<file path="src/rtl/frogger_pkg.sv">
`default_nettype none
// ============================================================================
// Module      : frogger_pkg
// Description : Shared direction encodings, move-FSM states and the
//               first-press priority helper used by the input conditioner
//               and the frog-position logic.
// Revision    : 1.0 - initial release
// ============================================================================
package frogger_pkg;

  // Move direction as seen by the frog-position logic.
  typedef enum logic [1:0] {
    DIR_R = 2'd0,
    DIR_L = 2'd1,
    DIR_U = 2'd2,
    DIR_D = 2'd3
  } dir_e;

  // Move-issue state machine.
  typedef enum logic [2:0] {
    IDLE    = 3'd0,
    ISSUE   = 3'd1,
    DELAY   = 3'd2,
    REPEAT  = 3'd3,
    RELEASE = 3'd4
  } move_state_e;

  localparam int unsigned c_num_buttons = 4;

  // Resolve simultaneous presses: right beats left beats up beats down.
  // Bit order of held is {d,u,l,r}.
  function automatic dir_e pick_dir(input logic [3:0] held);
    if (held[0]) begin
      return DIR_R;
    end else if (held[1]) begin
      return DIR_L;
    end else if (held[2]) begin
      return DIR_U;
    end else begin
      return DIR_D;
    end
  endfunction

endpackage
`default_nettype wire

</file>
<file path="src/rtl/move_input_conditioner_if.sv">
`default_nettype none
// ============================================================================
// Module      : move_input_conditioner_if
// Description : Raw push-button inputs plus the move valid/ready command
//               channel and debounced button levels.
//               master = the conditioner, slave = buttons + move consumer.
// Revision    : 1.0 - initial release
// ============================================================================
interface move_input_conditioner_if;

  logic       move_r;      // raw, active-low
  logic       move_l;      // raw, active-low
  logic       move_u;      // raw, active-low
  logic       move_d;      // raw, active-low
  logic       move_ready;
  logic       move_valid;
  logic [1:0] move_dir;
  logic [3:0] held;        // debounced, active-high, {d,u,l,r}

  modport master (
    input  move_r, move_l, move_u, move_d, move_ready,
    output move_valid, move_dir, held
  );

  modport slave (
    output move_r, move_l, move_u, move_d, move_ready,
    input  move_valid, move_dir, held
  );

endinterface
`default_nettype wire

</file>
<file path="src/rtl/debounce_channel.sv">
`default_nettype none
// ============================================================================
// Module      : debounce_channel
// Description : One push-button channel: 2-flop synchronizer with inversion
//               to active-high, then a consecutive-sample debounce counter.
// Revision    : 1.0 - initial release
// ============================================================================
module debounce_channel #(
  parameter int unsigned DEBOUNCE_CYCLES = 250000
) (
  input  wire logic VGA_CLK,
  input  wire logic reset,
  input  wire logic raw_n_i,
  output logic      level_o
);

  localparam int unsigned c_cnt_w = (DEBOUNCE_CYCLES < 1) ? 1 : $clog2(DEBOUNCE_CYCLES + 1);
  localparam logic [c_cnt_w-1:0] c_cnt_last = c_cnt_w'(DEBOUNCE_CYCLES - 1);

  logic               sync1_q;
  logic               sync2_q;
  logic               level_q;
  logic [c_cnt_w-1:0] cnt_q;
  logic [c_cnt_w-1:0] cnt_d;
  logic               level_d;

  // Bring the asynchronous button into the clock domain; a pressed (low) button reads as 1.
  always_ff @(posedge VGA_CLK) begin
    if (reset) begin
      sync1_q <= 1'b0;
      sync2_q <= 1'b0;
    end else begin
      sync1_q <= ~raw_n_i;
      sync2_q <= sync1_q;
    end
  end

  // Count consecutive disagreeing samples; any agreeing sample restarts the count.
  always_comb begin
    cnt_d   = cnt_q;
    level_d = level_q;
    if (sync2_q == level_q) begin
      cnt_d = '0;
    end else if (cnt_q == c_cnt_last) begin
      level_d = sync2_q;
      cnt_d   = '0;
    end else begin
      cnt_d = cnt_q + 1'b1;
    end
  end

  // Debounce counter and accepted level registers.
  always_ff @(posedge VGA_CLK) begin
    if (reset) begin
      cnt_q   <= '0;
      level_q <= 1'b0;
    end else begin
      cnt_q   <= cnt_d;
      level_q <= level_d;
    end
  end

  assign level_o = level_q;

endmodule
`default_nettype wire

</file>
<file path="src/rtl/move_input_conditioner.sv">
`default_nettype none
// ============================================================================
// Module      : move_input_conditioner
// Description : Debounces four direction buttons and turns presses into
//               valid/ready move commands with hold-to-repeat.
// Revision    : 1.0 - initial release
// ============================================================================
module move_input_conditioner
  import frogger_pkg::*;
#(
  parameter int unsigned DEBOUNCE_CYCLES = 250000,
  parameter int unsigned REPEAT_DELAY    = 12500000,
  parameter int unsigned REPEAT_PERIOD   = 5000000
) (
  input  wire logic                 VGA_CLK,
  input  wire logic                 reset,
  move_input_conditioner_if.master  move_if
);

  localparam int unsigned c_tmax = (REPEAT_DELAY > REPEAT_PERIOD) ? REPEAT_DELAY : REPEAT_PERIOD;
  localparam int unsigned c_tw   = (c_tmax < 2) ? 1 : $clog2(c_tmax);
  localparam logic [c_tw-1:0] c_delay_last  = c_tw'(REPEAT_DELAY - 1);
  localparam logic [c_tw-1:0] c_period_last = c_tw'(REPEAT_PERIOD - 1);

  logic [3:0]      raw_n;
  logic [3:0]      held_lvl;
  logic            latched_held;

  move_state_e     state_q, state_d;
  dir_e            dir_q, dir_d;
  logic            rep_q, rep_d;     // current ISSUE is a repeat issue
  logic [c_tw-1:0] timer_q, timer_d;

  assign raw_n = {move_if.move_d, move_if.move_u, move_if.move_l, move_if.move_r};

  for (genvar gi = 0; gi < c_num_buttons; gi++) begin : g_chan
    debounce_channel #(
      .DEBOUNCE_CYCLES (DEBOUNCE_CYCLES)
    ) u_deb (
      .VGA_CLK (VGA_CLK),
      .reset   (reset),
      .raw_n_i (raw_n[gi]),
      .level_o (held_lvl[gi])
    );
  end

  // Is the button that started the current sequence still down?
  assign latched_held = held_lvl[dir_q];

  // Move FSM next-state: issue, wait for hold-to-repeat, then demand full release.
  always_comb begin
    state_d = state_q;
    dir_d   = dir_q;
    rep_d   = rep_q;
    timer_d = timer_q;
    case (state_q)
      IDLE: begin
        timer_d = '0;
        if (|held_lvl) begin
          dir_d   = pick_dir(held_lvl);
          rep_d   = 1'b0;
          state_d = ISSUE;
        end
      end
      ISSUE: begin
        // The pending move is never withdrawn; release only changes where we go afterwards.
        if (move_if.move_ready) begin
          timer_d = '0;
          if (!latched_held) begin
            state_d = RELEASE;
          end else if (rep_q) begin
            state_d = REPEAT;
          end else begin
            state_d = DELAY;
          end
        end
      end
      DELAY: begin
        if (!latched_held) begin
          timer_d = '0;
          state_d = RELEASE;
        end else if (timer_q == c_delay_last) begin
          timer_d = '0;
          rep_d   = 1'b1;
          state_d = ISSUE;
        end else begin
          timer_d = timer_q + 1'b1;
        end
      end
      REPEAT: begin
        if (!latched_held) begin
          timer_d = '0;
          state_d = RELEASE;
        end else if (timer_q == c_period_last) begin
          timer_d = '0;
          rep_d   = 1'b1;
          state_d = ISSUE;
        end else begin
          timer_d = timer_q + 1'b1;
        end
      end
      RELEASE: begin
        // Any button still down, even a different one, blocks new moves.
        timer_d = '0;
        if (held_lvl == 4'b0000) begin
          state_d = IDLE;
        end
      end
      default: begin
        timer_d = '0;
        state_d = IDLE;
      end
    endcase
  end

  // Move FSM state, latched direction, repeat flag and repeat timer.
  always_ff @(posedge VGA_CLK) begin
    if (reset) begin
      state_q <= IDLE;
      dir_q   <= DIR_R;
      rep_q   <= 1'b0;
      timer_q <= '0;
    end else begin
      state_q <= state_d;
      dir_q   <= dir_d;
      rep_q   <= rep_d;
      timer_q <= timer_d;
    end
  end

  assign move_if.move_valid = (state_q == ISSUE);
  assign move_if.move_dir   = dir_q;
  assign move_if.held       = held_lvl;

endmodule
`default_nettype wire

</file>
<file path="src/flat_wrapper.sv">
// flat-port wrapper written by rule: the top's interface ports become plain ports
module move_input_conditioner_flat import frogger_pkg::*;
#(
  parameter int unsigned DEBOUNCE_CYCLES = 250000,
  parameter int unsigned REPEAT_DELAY    = 12500000,
  parameter int unsigned REPEAT_PERIOD   = 5000000
)
  (VGA_CLK, reset, move_if_move_r, move_if_move_l, move_if_move_u, move_if_move_d, move_if_move_ready, move_if_move_valid, move_if_move_dir, move_if_held);
  move_input_conditioner_if move_if_i ();
  input  wire logic VGA_CLK;
  input  wire logic reset;
  input wire logic [$bits(move_if_i.move_r)-1:0] move_if_move_r;
  input wire logic [$bits(move_if_i.move_l)-1:0] move_if_move_l;
  input wire logic [$bits(move_if_i.move_u)-1:0] move_if_move_u;
  input wire logic [$bits(move_if_i.move_d)-1:0] move_if_move_d;
  input wire logic [$bits(move_if_i.move_ready)-1:0] move_if_move_ready;
  output wire logic [$bits(move_if_i.move_valid)-1:0] move_if_move_valid;
  output wire logic [$bits(move_if_i.move_dir)-1:0] move_if_move_dir;
  output wire logic [$bits(move_if_i.held)-1:0] move_if_held;
  assign move_if_i.move_r = move_if_move_r;
  assign move_if_i.move_l = move_if_move_l;
  assign move_if_i.move_u = move_if_move_u;
  assign move_if_i.move_d = move_if_move_d;
  assign move_if_i.move_ready = move_if_move_ready;
  assign move_if_move_valid = move_if_i.move_valid;
  assign move_if_move_dir = move_if_i.move_dir;
  assign move_if_held = move_if_i.held;
  move_input_conditioner #(.DEBOUNCE_CYCLES(DEBOUNCE_CYCLES), .REPEAT_DELAY(REPEAT_DELAY), .REPEAT_PERIOD(REPEAT_PERIOD)) u_core (.VGA_CLK(VGA_CLK), .reset(reset), .move_if(move_if_i));
endmodule
</file>
<file path="config.mk">
export PLATFORM = sky130hd
export DESIGN_NAME = move_input_conditioner_flat
export DESIGN_NICKNAME = d
export VERILOG_FILES = /design/src/rtl/frogger_pkg.sv /design/src/rtl/move_input_conditioner_if.sv /design/src/rtl/debounce_channel.sv /design/src/rtl/move_input_conditioner.sv /design/src/flat_wrapper.sv
export SDC_FILE = /design/constraint.sdc
export NUM_CORES = 1
export LEC_CHECK = 0
export ABC_AREA = 1
export BUFFER_PORTS_ARGS = -buffer_cell sky130_fd_sc_hd__buf_2
export CAP_MARGIN = 10
export CORE_MARGIN = 3
export CORE_UTILIZATION = 30
export DETAILED_ROUTE_END_ITERATION = 7
export GPL_ROUTABILITY_DRIVEN = 0
export PLACE_DENSITY_LB_ADDON = 0.05
export SYNTH_ARGS = -nofsm -noshare
export SYNTH_HDL_FRONTEND = slang
export SYNTH_SLANG_ARGS = --single-unit
</file>
<file path="constraint.sdc">
create_clock -name VGA_CLK -period 3.45 [get_ports VGA_CLK]
set_input_delay 0.5175 -clock VGA_CLK [delete_from_list [all_inputs] [get_ports VGA_CLK]]
set_output_delay 0.5175 -clock VGA_CLK [all_outputs]
set_load 0.05 [all_outputs]
</file>
==> results.json <==
{
  "fp.dieH_microns": 150,
  "ff2ff_setup_slack_ns": 1.44,
  "clock_power_share_pct": 53.2,
  "timing.critical_path.from_type": "flop",
  "postRouteWirelength_mm": 14.9,
  "cts_tree": "done",
  "final.setup_skew_ns": 0.00849,
  "synth_top_flop_cell": "dfxtp_1",
  "detail_route.wl_per_cell_microns": 12.3,
  "synth_enable_flop_cells": 0,
  "pwr-share-comb_pct": 5.8,
  "finalHoldViolCount": 0,
  "async_flop_share_pct": 0,
  "yosys.area_share.xor_xnor_pct": 3.39,
  "power.share.switching_pct": 23.8,
  "max_slew_margin_pct": 45.1,
  "synthSimpleGateAreaFrac_pct": 41.3,
  "worstReg2RegEnd": "u_core.g_chan[3].u_deb.cnt_q[15]",
  "reg2reg_from": "u_core.g_chan[3].u_deb.cnt_q[0]",
  "synth_warnings": 0,
  "synth_fa_ha_area_share_pct": 1.01,
  "dr_total_vias": 5499,
  "port_buffers": 13,
  "critical_path.max_fanout": 16,
  "first_global_vias": 5307,
  "slew_viol_final": 0,
  "setup.worst_path.class": "reg2reg",
  "vdd_drop_max_mv": 0.316,
  "initial_core_util_pct": 31.2,
  "grt_antenna_before_repair": 0,
  "setup_viol": 0,
  "detailedPlacementHpwl_mm": 10.9,
  "combinational_family_with_the_most_area_after_synthesis": "simple AND/OR/NAND/NOR gates",
  "area_growth_syn_to_layout_pct": 13.9,
  "drt.antenna.violating_nets": 0,
  "route.detailed.vias_per_inst": 4.54,
  "postSynthCellCount": 919,
  "worst_setup_hold_path_clk_slew_ns": 0.05,
  "synth.mux.area_fraction_pct": 0,
  "global_route.usage.total_pct": 14.2,
  "die_width_microns": 150,
  "post_cts_resize_count": 0,
  "cts_inserted_buffers": 17,
  "total_inserted_antenna_cells": 0,
  "clockRootBuffer": "clkbuf_16",
  "ys_seq_elements": 114,
  "intPower_uw": 2510,
  "cts_max_path_buffers": 2,
  "pin_count": 14,
  "netlist_top_cells_area": "dfxtp_1 (37%), nand2_1 (11%), nor2_1 (8.1%)",
  "pin_count_of_the_biggest_net_entering_global_routing": 26,
  "total_power_uw": 3300,
  "rsz_0062_raised_after_global_routing": "no",
  "grt_pass1_wl_mm": 25.7,
  "power_frac_seq_pct": 41.0,
  "hold_endpoint": "u_core.g_chan[1].u_deb.sync1_q",
  "clock-sinks": 114,
  "grt_overflow": 0,
  "drc_violations_left": 0,
  "drt_iter0_drc": 210,
  "synth.largest_area_cell": "dfxtp_1",
  "maxCapViolations": 0,
  "syn-cell-area_sq_um": 6190,
  "net-switching-power_uw": 787,
  "power_leakage_uw": 0.00260,
  "mappedNetlistNets": 931,
  "outcome": "finished clean",
  "number_of_detailed_route_iterations_in_the_first_pass": 4,
  "power.density_cell_area_nw_per_um2": 468,
  "netlist_top_cells_count": "nand2_1 (184), nor2_1 (134), inv_1 (130), dfxtp_1 (114), nand3_1 (85)",
  "worstRegToRegCells": 10,
  "cts_htree_levels": 4,
  "finalNetCount": 944,
  "holdPathStages": 2,
  "synth.avg_cell_area_sq_um": 6.74,
  "hold_path.class": "in2reg",
  "critPathArrivalTime_ns": 2.31,
  "row_count": 51,
  "yosysSeqAreaShare_pct": 36.8,
  "worst_ep_required_time_ns": 3.76,
  "number_of_unique_standard_cell_types_used_by_synthesis": 41,
  "post_route_cells_drive_above_1_share_pct": 11.2,
  "synth-compound-area-share_pct": 6.73,
  "layout_worst_path_cycle_share_pct": 58.2,
  "clk_latency_ns": 0.41,
  "design.core.area_sq_um": 19800,
  "timing.hold.worst.start": "move_if_move_l",
  "tightest_slew_ns": 0.822,
  "synth.top_cell.area_share_pct": 36.8,
  "post-route-min-period_ns": 2.01,
  "synth.most_common_cell": "nand2_1",
  "worstSetupEndpointType": "flop",
  "die_area_sq_um": 22400,
  "post-cts-setup-buffers": 0,
  "setup-tns-final_ns": 0,
  "postCtsHoldBufs": 0,
  "max_freq_ghz": 0.498
}
critical path, stage by stage, from the launching register on:
cell,delay (ns)
dfxtp_1,0.37
ha_1,0.18
nand2_1,0.06
inv_1,0.10
nand3_1,0.11
nor3_1,0.22
nand2_1,0.10
nand2_1,0.45
inv_1,0.15
o21ai_1,0.11
nor2_1,0.04
cell families (layout without fill, tap and decap cells):
kind of cell               count (synthesis)  after routing
buffers and inverters                    158            184
and+or+nand+nor                          539            539
xor gates and xnor gates                  24             24
adders and majority gates                  5              5
AOI/OAI and AO/OA                         79             79
DFF                                      114            114
metal layers:
| metal | GRT usage [%] | wire (microns) | part of all wire, % | vias up |
|---|---|---|---|---|
| met5 | 0 | 0 | 0 | - |
| met2 | 23.2 | 6860 | 46 | 51 |
| met3 | 3.69 | 423 | 2.8 | 14 |
| met1 | 18.8 | 7450 | 50 | 2458 |
| met4 | 3.57 | 147 | 0.99 | 0 |
| li1 | - | - | - | 2976 |
placed cells by master, fill, tap and decap left out, types with 7 or more instances in the layout:
cell and count:
nand3_1 85, inv_1 130, nand2_1 184, xnor2_1 7
nand4_1 37, clkbuf_16 17, a21oi_1 46, dfxtp_1 114
buf_2 13, xor2_1 17, nand2_2 11, nor2_1 134
nor2_2 15, o21ai_0 22, nor3b_1 8, nor3_1 27
flip-flops by register name (all words and copies together), names as in the netlist:
register	flops
u_core.g_chan.u_deb.level_o	4
u_core.g_chan.u_deb.sync1_q	4
u_core.g_chan.u_deb.cnt_q	72
u_core.timer_q	24
u_core.state_q	3
u_core.g_chan.u_deb.sync2_q	4
u_core.rep_q	1
u_core.move_if.move_dir	2
worst max-delay path by stage:
stage                                       endpoint                            start  cells after the start
finish              u_core.g_chan[3].u_deb.cnt_q[15]  u_core.g_chan[3].u_deb.cnt_q[0]                     10
global route        u_core.g_chan[3].u_deb.cnt_q[15]  u_core.g_chan[3].u_deb.cnt_q[0]                     10
CTS                 u_core.g_chan[3].u_deb.cnt_q[15]  u_core.g_chan[3].u_deb.cnt_q[0]                     10
detailed placement  u_core.g_chan[3].u_deb.cnt_q[15]  u_core.g_chan[3].u_deb.cnt_q[0]                     10
global placement    u_core.g_chan[3].u_deb.cnt_q[15]  u_core.g_chan[3].u_deb.cnt_q[0]                     10
floorplan                         u_core.timer_q[13]       u_core.move_if.move_dir[0]                     10
stage by stage:
step	worst slack, ns	hold slack, ns	util [%]	instance area [sq um]	instances
2_1_floorplan	1.86	0.388	-	6190	919
3_3_place_gp	1.46	0.390	32.5	6460	1178
3_5_place_dp	1.43	0.394	32.5	6460	1178
4_1_cts	1.41	0.236	35.6	7060	1210
5_1_grt	1.16	0.247	35.6	7060	1210
6_report	1.44	0.260	35.6	7060	1210
power by group through the flow:
stage	clock [uW]	sequential, uW	combinational, uW
3_5_place_dp	0	1380	195
4_1_cts	1830	1350	195
6_report	1760	1350	191
5_1_grt	1890	1360	220
3_3_place_gp	0	1380	201
2_1_floorplan	0	1380	146
final cells by class:
| class | count | area, sq um |
|---|---|---|
| Fill cell | 2150 | 12800 |
| Sequential cell | 114 | 2280 |
| Timing Repair Buffer | 16 | 87.6 |
| Tap cell | 265 | 332 |
| Multi-Input combinational cell | 647 | 3240 |
| Clock buffer | 21 | 470 |
| Inverter | 136 | 510 |
| Clock inverter | 11 | 130 |
Note: power is estimated with default switching activity, not from simulation.
